<file path="config.mk">
export PLATFORM = sky130hd
export DESIGN_NAME = matmul_ctrl
export DESIGN_NICKNAME = d
export VERILOG_FILES = /design/src/rtl/matmul_ctrl.sv
export SDC_FILE = /design/constraint.sdc
export NUM_CORES = 1
export LEC_CHECK = 0
export CORE_MARGIN = 3
export CORE_UTILIZATION = 55
export DETAILED_ROUTE_END_ITERATION = 16
export HOLD_SLACK_MARGIN = 0.03
export PLACE_DENSITY = 0.76
export SLEW_MARGIN = 20
export SYNTH_ARGS = -nofsm -noshare
export SYNTH_HDL_FRONTEND = slang
export SYNTH_SLANG_ARGS = --single-unit
</file>
<file path="constraint.sdc">
create_clock -name clk -period 2.58 [get_ports clk]
set_input_delay 0.387 -clock clk [delete_from_list [all_inputs] [get_ports clk]]
set_output_delay 0.387 -clock clk [all_outputs]
set_load 0.01 [all_outputs]
</file>
<file path="src/rtl/matmul_ctrl.sv">
// Control FSM for the matrix-multiply datapath: loads A (m x n) and B (n x m) from a word stream,
// then sequences C = A*B one element at a time (clear, n MACs, drain, write).
module matmul_ctrl #(
    parameter int unsigned DATA_WIDTH = 8,
    parameter int unsigned m          = 8,
    parameter int unsigned n          = 8
) (
    input  logic             clk,
    input  logic             rst,
    input  logic             start,
    input  logic             in_valid,
    output logic             in_ready,
    output logic             busy,
    output logic             done,
    output logic             m1EN,
    output logic             m1rEN,
    output logic             m1wEN,
    output logic             m2EN,
    output logic             m2rEN,
    output logic             m2wEN,
    output logic             m3EN,
    output logic             m3rEN,
    output logic             m3wEN,
    output logic             mult_ld,
    output logic             mult_rst,
    output logic [m+n-1:0]   addr1,
    output logic [m+n-1:0]   addr2,
    output logic [m+n-1:0]   addr3,
    output logic [1:0]       shift_cnt
);

    // DATA_WIDTH only mirrors the datapath parameter list; it has no effect here.
    localparam int unsigned AW = m + n + 0 * DATA_WIDTH;

    localparam logic [AW-1:0] LastLd = AW'(m * n - 1);
    localparam logic [AW-1:0] LastK  = AW'(n - 1);
    localparam logic [AW-1:0] LastIj = AW'(m - 1);
    localparam logic [AW-1:0] MAw    = AW'(m);
    localparam logic [AW-1:0] NAw    = AW'(n);

    typedef enum logic [2:0] {
        StIdle, StLoadA, StLoadB, StClr, StMac, StDrain, StWrite, StDone
    } state_e;

    state_e          state_q, state_d;
    logic [AW-1:0]   lc_q, lc_d;
    logic [AW-1:0]   i_q, i_d;
    logic [AW-1:0]   j_q, j_d;
    logic [AW-1:0]   k_q, k_d;
    logic            pv_q, pv_d;

    always_ff @(posedge clk) begin
        if (rst) begin
            state_q <= StIdle;
            lc_q    <= '0;
            i_q     <= '0;
            j_q     <= '0;
            k_q     <= '0;
            pv_q    <= 1'b0;
        end else begin
            state_q <= state_d;
            lc_q    <= lc_d;
            i_q     <= i_d;
            j_q     <= j_d;
            k_q     <= k_d;
            pv_q    <= pv_d;
        end
    end

    always_comb begin
        state_d = state_q;
        lc_d    = lc_q;
        i_d     = i_q;
        j_d     = j_q;
        k_d     = k_q;
        pv_d    = pv_q;
        unique case (state_q)
            StIdle: begin
                if (start) begin
                    state_d = StLoadA;
                    lc_d    = '0;
                end
            end
            StLoadA: begin
                if (in_valid) begin
                    if (lc_q == LastLd) begin
                        lc_d    = '0;
                        state_d = StLoadB;
                    end else begin
                        lc_d = lc_q + 1'b1;
                    end
                end
            end
            StLoadB: begin
                if (in_valid) begin
                    if (lc_q == LastLd) begin
                        lc_d    = '0;
                        i_d     = '0;
                        j_d     = '0;
                        state_d = StClr;
                    end else begin
                        lc_d = lc_q + 1'b1;
                    end
                end
            end
            StClr: begin
                k_d     = '0;
                state_d = StMac;
            end
            StMac: begin
                pv_d = 1'b1;
                if (k_q == LastK) begin
                    state_d = StDrain;
                end else begin
                    k_d = k_q + 1'b1;
                end
            end
            StDrain: begin
                pv_d    = 1'b0;
                state_d = StWrite;
            end
            StWrite: begin
                if (j_q == LastIj) begin
                    j_d = '0;
                    i_d = i_q + 1'b1;
                end else begin
                    j_d = j_q + 1'b1;
                end
                state_d = (i_q == LastIj && j_q == LastIj) ? StDone : StClr;
            end
            StDone: state_d = StIdle;
            default: state_d = StIdle;
        endcase
    end

    always_comb begin
        in_ready  = 1'b0;
        busy      = (state_q != StIdle);
        done      = 1'b0;
        m1EN      = 1'b0;
        m1rEN     = 1'b0;
        m1wEN     = 1'b0;
        m2EN      = 1'b0;
        m2rEN     = 1'b0;
        m2wEN     = 1'b0;
        m3EN      = 1'b0;
        m3rEN     = 1'b0;
        m3wEN     = 1'b0;
        mult_ld   = 1'b0;
        mult_rst  = 1'b0;
        addr1     = '0;
        addr2     = '0;
        addr3     = '0;
        shift_cnt = 2'b00;
        unique case (state_q)
            StLoadA: begin
                in_ready = 1'b1;
                addr1    = lc_q;
                m1EN     = in_valid;
                m1wEN    = in_valid;
            end
            StLoadB: begin
                in_ready = 1'b1;
                addr2    = lc_q;
                m2EN     = in_valid;
                m2wEN    = in_valid;
            end
            StClr: mult_rst = 1'b1;
            StMac: begin
                m1EN    = 1'b1;
                m1rEN   = 1'b1;
                m2EN    = 1'b1;
                m2rEN   = 1'b1;
                addr1   = i_q * NAw + k_q;
                addr2   = k_q * MAw + j_q;
                // Accumulate the product whose read was issued last cycle.
                mult_ld = pv_q;
            end
            StDrain: mult_ld = 1'b1;
            StWrite: begin
                m3EN  = 1'b1;
                m3wEN = 1'b1;
                addr3 = i_q * MAw + j_q;
            end
            StDone: done = 1'b1;
            default: ;
        endcase
    end

endmodule

</file>
==> impl_metrics.env, run 1 <==
export IMPL_dpl_worst_slack_ns=-0.708
export IMPL_maxCapViolations=0
export IMPL_seqCellArea_sq_mm=0.00140
export IMPL_muxShareOfSynthArea_pct=0.570
export IMPL_fin_cells=1053
export IMPL_reg2regPathDepth=9
export IMPL_p_leak_nw=3.38
export IMPL_netlist_cell_type_count=68
export IMPL_cp_startpoint="j_q[3]"
export IMPL_placementRows=35
export IMPL_status="finished, violations left"
export IMPL_gp_congestion=0.952
export IMPL_total_power_mw=2.18
export IMPL_cp_start_kind="flip-flop"
export IMPL_slowest_delay_ns=0.35
export IMPL_worstSetupEndpoint="addr3[11]"
export IMPL_die_width_um=106
export IMPL_die_height_um=106
export IMPL_vias_per_cell=6.67
export IMPL_cts_root_buffer="clkbuf_8"
export IMPL_final_layout_size_suffix_gt1_share_pct=32.7
export IMPL_cts_clk_slew_worst_paths_ns=0.09
export IMPL_cts_sinks=68
export IMPL_grt_overflow_total=0
export IMPL_ys_flop_type="dfxtp_1"
export IMPL_ctsHtreeMaxLevel=3
export IMPL_irDropWorstVdd_uv=301
export IMPL_dieArea_sq_mm=0.0112
export IMPL_critical_path_class="flip-flop to output pin"
export IMPL_clk_path_buf_depth=2
export IMPL_port_buffers=64
export IMPL_setup_ws_ns=-0.418
export IMPL_insertion_delay_ns=0.37
export IMPL_cts_tree="yes"
export IMPL_wl_per_cell_um=22.2
export IMPL_cp_slowest_cell="dfxtp_2"
export IMPL_critPathTopFamily="compound AO/OA/AOI/OAI gates"
export IMPL_synth_top_cells_by_area="dfxtp_1 (25%), ha_1 (9.1%), nor2_1 (6.4%)"
export IMPL_ys_async_sr_fraction_pct=0
export IMPL_hold_violations=0
export IMPL_layout_nets=966
export IMPL_ant_nets=0
export IMPL_antenna_found_initial=0
export IMPL_setup_violations=23
export IMPL_synth_top_area_share_pct=24.8
export IMPL_synth_simple_area_share_pct=29.4
export IMPL_synth_warnings=0
export IMPL_cp_max_fo=3
export IMPL_yosysTopAreaCell="dfxtp_1"
export IMPL_hold_buffers=0
export IMPL_drc=0
export IMPL_r2r_start="k_q[0]"
export IMPL_wl_um=23400
export IMPL_required_ns=2.19
export IMPL_dr_first_iter_drc_count=853
export IMPL_multi_input_area_sq_mm=0.00441
export IMPL_r2r_end="k_q[4]"
export IMPL_drv_slew=0
export IMPL_relSlewSlack_pct=54.0
export IMPL_synth_top_family_by_area="simple AND/OR/NAND/NOR gates"
export IMPL_synth_edf_count=0
export IMPL_syn_avg_cell_area_sq_um=7.58
export IMPL_grt_max_degree=18
export IMPL_n_fill_cell=553
export IMPL_cp_num_buf_inv=4
export IMPL_ys_seq_area_share_pct=24.8
export IMPL_violations="setup timing"
export IMPL_insertedDiodeCount=0
export IMPL_clock_skew_ns=0.0104
export IMPL_grt_pass1_wl_um=33000
export IMPL_placed_cells=1007
export IMPL_numCtsBuffers=9
export IMPL_grtUsageTotal_pct=36.9
export IMPL_dr_pass1_iters=8
export IMPL_worstMarginPinSlew_ns=0.686
export IMPL_pin_count=68
export IMPL_synth_fa_ha_area_share_pct=10.2
export IMPL_synth_xor_area_share_pct=8.62
export IMPL_end_kind="output pin"
export IMPL_synth_seq_cells=68
export IMPL_grt_pass1_vias=6565
export IMPL_start_util_pct=58.0
export IMPL_syn_inst=724
export IMPL_rsz0062_at_grt="yes"
export IMPL_fin_crit_sh_pct=116
export IMPL_path_cells="buf_6, ha_4, inv_2, fa_2, nor2b_2, o31a_1, o31a_1, buf_4, o21a_1, o21a_1, nor3_1, buf_2"
export IMPL_dp_hpwl_um=14900
export IMPL_power_density_mw_per_mm2=274
export IMPL_synthesis_area_sq_mm=0.00549
export IMPL_critical_path_arrival_ns=2.61
export IMPL_cp_depth=12
export IMPL_post_route_min_period_ns=3.00
export IMPL_synth_compound_area_share_pct=22.3
export IMPL_fmax_mhz=334
export IMPL_core_area_sq_mm=0.00946
export IMPL_hp_class="flip-flop to flip-flop"
export IMPL_syn2layout_area_growth_pct=45.1
export IMPL_holdPathStages=2
export IMPL_r2r_slack_ns=0.01
export IMPL_vias=7026
==> layout make-up <==
cell class                 instances  area share, %
inverter                          15          0.833
timing repair buffer             216           21.4
clock inverter                     7           1.24
sequential                        68           17.5
tap                              129           2.03
clock buffer                       9           1.56
multi-input combinational        609           55.4
==> worst min-delay path by stage <==
stage	slack, ns	from	to
final	0.47	pv_q	pv_q
after global routing	0.49	pv_q	pv_q
after CTS	0.48	pv_q	pv_q
after detailed placement	0.46	pv_q	pv_q
after global placement	0.45	pv_q	pv_q
after floorplan	0.44	pv_q	pv_q
==> power by group <==
part           switching, mW  internal, mW  total (mW)
logic                 0.0631        0.0407       0.104
clock network          0.476         0.549        1.03
registers            0.00676          1.05        1.05
total                  0.546          1.64        2.18
==> worst min-delay path, cell delays in order (launching register included) <==
cell and delay [ns]:
dfxtp_1 0.32, nand2_1 0.05, a21oi_1 0.06
==> what timing repair did <==
action | 4_1_cts | 5_1_grt
gates resized for setup | 206 | 69
buffers inserted | 15 | 20
pin swaps | 39 | 55
setup endpoints to repair | 46 | 50
==> synthesized netlist by cell type, drive strengths merged (13+ instances only) <==
library cell and n:
ha 40, a211oi 14, nand3 28, and3 17, buf 20, a22o 16
nand2 68, dfxtp 68, nor2 93, a21o 13, clkbuf 14, o21ai 47
xnor2 33, xor2 21, nor3 33, nor4 16, a21oi 48, inv 14
==> cell usage in the layout (no fill, tap or decap), types with 26 or more instances in the layout <==
cell type | netlist | layout
nor3_1 | 30 | 29
nand2_1 | 67 | 66
a21oi_1 | 47 | 39
xnor2_1 | 33 | 29
clkdlybuf4s50_1 | 0 | 29
buf_4 | 5 | 134
dfxtp_1 | 68 | 51
nand3_1 | 28 | 26
nor2_1 | 93 | 89
buf_2 | 11 | 27
ha_1 | 40 | 29
==> logic make-up (layout without fill, tap and decap cells) <==
| family | after synthesis | in the layout |
|---|---|---|
| and+or+nand+nor | 316 | 316 |
| other | 1 | 3 |
| buffers and inverters | 49 | 247 |
| xor gates and xnor gates | 54 | 54 |
| DFF | 68 | 68 |
| muxes | 3 | 3 |
| adders and majority gates | 43 | 43 |
| AOI/OAI and AO/OA | 190 | 190 |
==> layer usage <==
metal  wire length [um]  GRT usage [%]  vias to the layer above
met5                  0              0                        -
met1               8300           44.9                     3230
met4               2140           21.1                        0
met3               2540           8.50                      208
met2              10400           60.0                      539
li1                   -              -                     3049
==> state kept, by name, indices dropped and copies added, names as in the netlist <==
| register | count |
|---|---|
| i_q | 16 |
| j_q | 16 |
| k_q | 16 |
| lc_q | 16 |
| pv_q | 1 |
| state_q | 3 |
==> through the flow <==
step | area, sq um | hold WS, ns | util [%] | TNS (ns)
finish | 7960 | 0.470 | 84.2 | -5.89
global route | 7960 | 0.492 | 84.2 | -7.75
CTS | 7610 | 0.476 | 80.4 | -4.65
detailed placement | 7050 | 0.464 | 74.6 | -7.03
global placement | 7050 | 0.445 | 74.6 | -5.47
floorplan | 5500 | 0.436 | - | 0
Power figures use the tool's default switching activity.
==> run 2: changes to the inputs <==
--- a/config.mk
+++ b/config.mk
@@ -6,10 +6,10 @@
 export NUM_CORES = 1
 export LEC_CHECK = 0
 export CORE_MARGIN = 3
-export CORE_UTILIZATION = 55
+export CORE_UTILIZATION = 41
 export DETAILED_ROUTE_END_ITERATION = 16
 export HOLD_SLACK_MARGIN = 0.03
-export PLACE_DENSITY = 0.76
+export PLACE_DENSITY = 0.59
 export SLEW_MARGIN = 20
 export SYNTH_ARGS = -nofsm -noshare
 export SYNTH_HDL_FRONTEND = slang
==> impl_metrics.env, run 2 (synthesis results as in run 1) <==
export IMPL_insertion_delay_ns=0.34
export IMPL_p_seq_share_pct=41.6
export IMPL_setup_violations=22
export IMPL_clk_path_buf_depth=2
export IMPL_grt_max_degree=21
export IMPL_total_power_mw=2.53
export IMPL_end_kind="output pin"
export IMPL_drc=0
export IMPL_r2r_slack_ns=0.21
export IMPL_dieArea_sq_mm=0.0148
export IMPL_cp_max_fo=2
export IMPL_cts_root_buffer="clkbuf_16"
export IMPL_ant_nets=0
export IMPL_required_ns=2.19
export IMPL_dpl_worst_slack_ns=-0.497
export IMPL_holdPathStages=2
export IMPL_swShare_pct=22.6
export IMPL_layout_nets=990
export IMPL_post_route_min_period_ns=2.97
export IMPL_reg2regPathDepth=9
export IMPL_port_buffers=64
export IMPL_cp_startpoint="j_q[3]"
export IMPL_p_switching_mw=0.572
export IMPL_insertedDiodeCount=0
export IMPL_status="finished, violations left"
export IMPL_r2r_start="k_q[1]"
export IMPL_drv_slew=0
export IMPL_power_density_mw_per_mm2=307
export IMPL_path_cells="buf_6, ha_4, inv_2, fa_2, nor2b_2, o31a_1, o31a_1, buf_4, o21a_1, o21a_1, nor3_2, buf_2"
export IMPL_slowest_delay_ns=0.33
export IMPL_wl_per_cell_um=18.6
export IMPL_pin_count=68
export IMPL_grt_pass1_vias=6217
export IMPL_dr_first_iter_drc_count=384
export IMPL_power_frac_clock_pct=54.3
export IMPL_critical_path_arrival_ns=2.59
export IMPL_fmax_mhz=336
export IMPL_power_internal_mw=1.96
export IMPL_n_fill_cell=1148
export IMPL_layout_common_cells="buf_4 (161), nor2_1 (89), nand2_1 (66)"
export IMPL_worstMarginPinSlew_ns=0.519
export IMPL_stdcell_area_sq_mm=0.00824
export IMPL_critical_path_class="flip-flop to output pin"
export IMPL_die_height_um=122
export IMPL_hold_buffers=0
export IMPL_vias=6444
export IMPL_ctsHtreeMaxLevel=3
export IMPL_gp_congestion=0.952
export IMPL_cts_clk_slew_worst_paths_ns=0.06
export IMPL_cp_start_kind="flip-flop"
export IMPL_cp_num_buf_inv=4
export IMPL_fin_cells=1120
export IMPL_grtUsageTotal_pct=28.3
export IMPL_relSlewSlack_pct=65.2
export IMPL_vias_per_cell=5.75
export IMPL_tns_ns=-3.64
export IMPL_dp_hpwl_um=15700
export IMPL_hold_violations=0
export IMPL_clock_skew_ns=0.00698
export IMPL_p_leak_nw=3.53
export IMPL_placementRows=41
export IMPL_place_area_sq_mm=0.00729
export IMPL_dr_pass1_iters=5
export IMPL_violations="setup timing"
export IMPL_cp_slowest_cell="dfxtp_2"
export IMPL_irDropWorstVdd_uv=306
export IMPL_grt_overflow_total=0
export IMPL_core_area_sq_mm=0.0129
export IMPL_die_width_um=122
export IMPL_fin_crit_sh_pct=115
export IMPL_critPathTopFamily="compound AO/OA/AOI/OAI gates"
export IMPL_setup_ws_ns=-0.395
export IMPL_numCtsBuffers=9
export IMPL_cts_tree="yes"
export IMPL_hp_class="flip-flop to flip-flop"
export IMPL_final_layout_size_suffix_gt1_share_pct=33.4
export IMPL_wl_um=20800
export IMPL_maxCapViolations=0
export IMPL_p_comb_share_pct=4.1
export IMPL_grt_pass1_wl_um=32600
export IMPL_cts_sinks=68
export IMPL_antenna_found_initial=0
export IMPL_syn2layout_area_growth_pct=50.1
export IMPL_rsz0062_at_grt="yes"
export IMPL_cp_depth=12
export IMPL_final_common_cell="buf_4"
export IMPL_r2r_end="k_q[4]"
export IMPL_start_util_pct=42.6
export IMPL_utilization_pct=64.0
export IMPL_worstSetupEndpoint="addr3[11]"
export IMPL_placed_cells=1074
export IMPL_hold_ws_ns=0.456
run 2: cell types whose count changed in the layout (fill, tap and decap cells not counted), sizes merged:
cell	before	now
dlymetal6s2s	2	1
clkdlybuf4s15	1	0
dlygate4sd2	3	5
clkinvlp	1	0
clkbuf	11	12
buf	179	203
run 2: cell type report:
type | count | area, sq um | share of cell area (%)
Timing Repair Buffer | 240 | 1880 | 22.8
Inverter | 15 | 61.3 | 0.744
Tap cell | 172 | 215 | 2.61
Clock buffer | 10 | 239 | 2.90
Multi-Input combinational cell | 609 | 4360 | 52.9
Clock inverter | 6 | 87.6 | 1.06
Sequential cell | 68 | 1400 | 17.0
run 2: how the worst min path moves through the flow:
stage          startpoint   end  slack [ns]
2_1_floorplan        pv_q  pv_q        0.44
3_3_place_gp         pv_q  pv_q        0.45
3_5_place_dp         pv_q  pv_q        0.45
4_1_cts              pv_q  pv_q        0.46
5_1_grt              pv_q  pv_q        0.48
6_report             pv_q  pv_q        0.46
run 2: power by group through the flow:
stage | clock network, mW | registers, mW | logic, mW
6_report | 1.37 | 1.05 | 0.103
5_1_grt | 1.44 | 1.05 | 0.109
4_1_cts | 1.39 | 1.05 | 0.101
3_5_place_dp | 0 | 1.08 | 0.101
3_3_place_gp | 0 | 1.08 | 0.100
2_1_floorplan | 0 | 1.08 | 0.0607
run 2: repair_timing:
| item | CTS | global route |
|---|---|---|
| buffers inserted | 19 | 12 |
| gates resized for setup | 204 | 52 |
| setup endpoints to repair | 45 | 50 |
| pin swaps | 46 | 52 |
run 2: worst reg2reg max path, stage by stage, from the launching register on:
cell and delay, ns:
dfxtp_2 0.40, buf_4 0.14, ha_1 0.20, nor4bb_1 0.31
nand4_1 0.19, a21oi_2 0.44, buf_4 0.27, nor3b_2 0.07
xnor2_1 0.16, nor2_1 0.06
run 2: per-layer routing:
metal  up-vias  global-route usage, %  routed length [um]
li1       3085                      -                   -
met1      3087                   35.0                8780
met2       234                   48.6                9970
met3        38                   3.67                1270
met4         0                   13.6                 788
met5         -                      0                   0
==> run 3: changes to the inputs <==
--- a/config.mk
+++ b/config.mk
@@ -8,8 +8,9 @@
 export CORE_MARGIN = 3
 export CORE_UTILIZATION = 41
 export DETAILED_ROUTE_END_ITERATION = 16
+export GPL_TIMING_DRIVEN = 0
 export HOLD_SLACK_MARGIN = 0.03
-export PLACE_DENSITY = 0.59
+export PLACE_DENSITY = 0.63
 export SLEW_MARGIN = 20
 export SYNTH_ARGS = -nofsm -noshare
 export SYNTH_HDL_FRONTEND = slang
==> impl_metrics.env, run 3 (synthesis results as in run 1) <==
export IMPL_hold_violations=0
export IMPL_grt_pass1_vias=5806
export IMPL_grt_pass1_wl_um=31700
export IMPL_stdcell_area_sq_mm=0.00743
export IMPL_grtUsageMet2_pct=45.3
export IMPL_power_density_mw_per_mm2=331
export IMPL_status="finished, violations left"
export IMPL_grt_busiest_layer="met2"
export IMPL_numCtsBuffers=9
export IMPL_dr_first_iter_drc_count=506
export IMPL_utilization_pct=57.7
export IMPL_cts_clk_slew_worst_paths_ns=0.06
export IMPL_grt_use_met1_pct=35.3
export IMPL_clock_skew_ns=0.00535
export IMPL_fin_crit_sh_pct=113
export IMPL_gp_congestion=0.983
export IMPL_die_width_um=122
export IMPL_swShare_pct=23.6
export IMPL_final_layout_size_suffix_gt1_share_pct=26.3
export IMPL_hold_ws_ns=0.463
export IMPL_critical_path_arrival_ns=2.52
export IMPL_vias=6126
export IMPL_total_power_mw=2.46
export IMPL_ctsHtreeMaxLevel=3
export IMPL_dp_hpwl_um=14100
export IMPL_core_area_sq_mm=0.0129
export IMPL_drv_slew=0
export IMPL_setup_violations=24
export IMPL_use_met3_pct=4.18
export IMPL_p_seq_share_pct=42.4
export IMPL_clk_path_buf_depth=2
export IMPL_insertion_delay_ns=0.34
export IMPL_pin_count=68
export IMPL_place_area_sq_mm=0.00635
export IMPL_hold_buffers=0
export IMPL_relSlewSlack_pct=49.7
export IMPL_cts_root_buffer="clkbuf_16"
export IMPL_dr_pass1_iters=5
export IMPL_drc=0
export IMPL_die_height_um=122
export IMPL_p_comb_share_pct=4.4
export IMPL_rsz0062_at_grt="yes"
export IMPL_placed_cells=962
export IMPL_p_leak_nw=2.93
export IMPL_insertedDiodeCount=0
export IMPL_antenna_found_initial=0
export IMPL_cts_sinks=68
export IMPL_required_ns=2.19
export IMPL_dieArea_sq_mm=0.0148
export IMPL_maxCapViolations=0
export IMPL_setup_ws_ns=-0.324
export IMPL_hp_class="flip-flop to flip-flop"
export IMPL_end_kind="output pin"
export IMPL_start_util_pct=42.6
export IMPL_fmax_mhz=344
export IMPL_grtUsageTotal_pct=27.4
export IMPL_violations="setup timing"
export IMPL_layout_nets=886
export IMPL_vias_per_cell=6.03
export IMPL_layout_common_cells="nor2_1 (88), nand2_1 (67), buf_4 (39), a21oi_1 (39), dfxtp_1 (37)"
export IMPL_port_buffers=64
export IMPL_power_frac_clock_pct=53.1
export IMPL_critical_path_class="flip-flop to output pin"
export IMPL_post_route_min_period_ns=2.90
export IMPL_cp_max_fo=5
export IMPL_irDropWorstVdd_uv=253
export IMPL_fin_cells=1016
export IMPL_cts_tree="yes"
export IMPL_grt_overflow_total=0
export IMPL_n_fill_cell=1185
export IMPL_final_common_cell="nor2_1"
export IMPL_grt_max_degree=17
export IMPL_p_switching_mw=0.581
export IMPL_wl_per_cell_um=20.2
export IMPL_placementRows=41
export IMPL_syn2layout_area_growth_pct=35.3
export IMPL_wl_um=20500
export IMPL_cp_start_kind="flip-flop"
export IMPL_ant_nets=0
export IMPL_worstMarginPinSlew_ns=0.748
export IMPL_power_internal_mw=1.88
[run 3: layout make-up]
type	count	area (sq um)	area share, %
inverters	15	66.3	0.893
clock inverters	5	58.8	0.792
flip-flops and latches	68	1440	19.4
plain buffers	33	211	2.85
clock buffers	11	253	3.40
repair buffers	103	820	11.0
multi-input cells	609	4360	58.8
well taps	172	215	2.90
[run 3: worst max-delay path, stage by stage, from the launching register on]
cell	delay, ns
dfxtp_4	0.37
ha_4	0.18
inv_2	0.05
fa_2	0.19
nor2b_2	0.05
o31a_1	0.26
o31a_1	0.29
buf_4	0.15
o211ai_1	0.22
nand3_1	0.11
a21oi_1	0.16
buf_2	0.14
[run 3: power by group through the flow]
stage | Clock (mW) | Sequential (mW) | Combinational, mW
final | 1.31 | 1.04 | 0.109
after global routing | 1.36 | 1.04 | 0.118
after CTS | 1.32 | 1.04 | 0.106
after detailed placement | 0 | 1.08 | 0.102
after global placement | 0 | 1.08 | 0.101
after floorplan | 0 | 1.08 | 0.0607
[run 3: path summary, 6_finish.rpt]
path / start / end / slack (ns) / depth (start not counted)
worst max-delay path: i_q[0] / addr3[15] / -0.32 / 11
worst min-delay path: pv_q / pv_q / 0.46 / 2
worst max register to register: j_q[0] / i_q[3] / 0.16 / 7
worst min register to register: pv_q / pv_q / 0.46 / 2
[run 3: timing repair]
action	4_1_cts	5_1_grt
setup endpoints to repair	51	33
buffers inserted	30	9
resized for setup	241	62
gates cloned	0	0
pin swaps	52	45
[run 3: per-stage QoR]
stage	worst slack, ns	setup TNS, ns
after floorplan	0.0665	0
after global placement	-0.795	-18.35
after detailed placement	-0.809	-18.34
after CTS	-0.386	-3.94
after global routing	-0.399	-5.26
final	-0.324	-3.36
[run 3: layer usage]
layer	part of all wire, %	up-vias
li1	-	2882
met1	41	2863
met2	47	328
met3	8.6	53
met4	3.8	0
met5	0	-
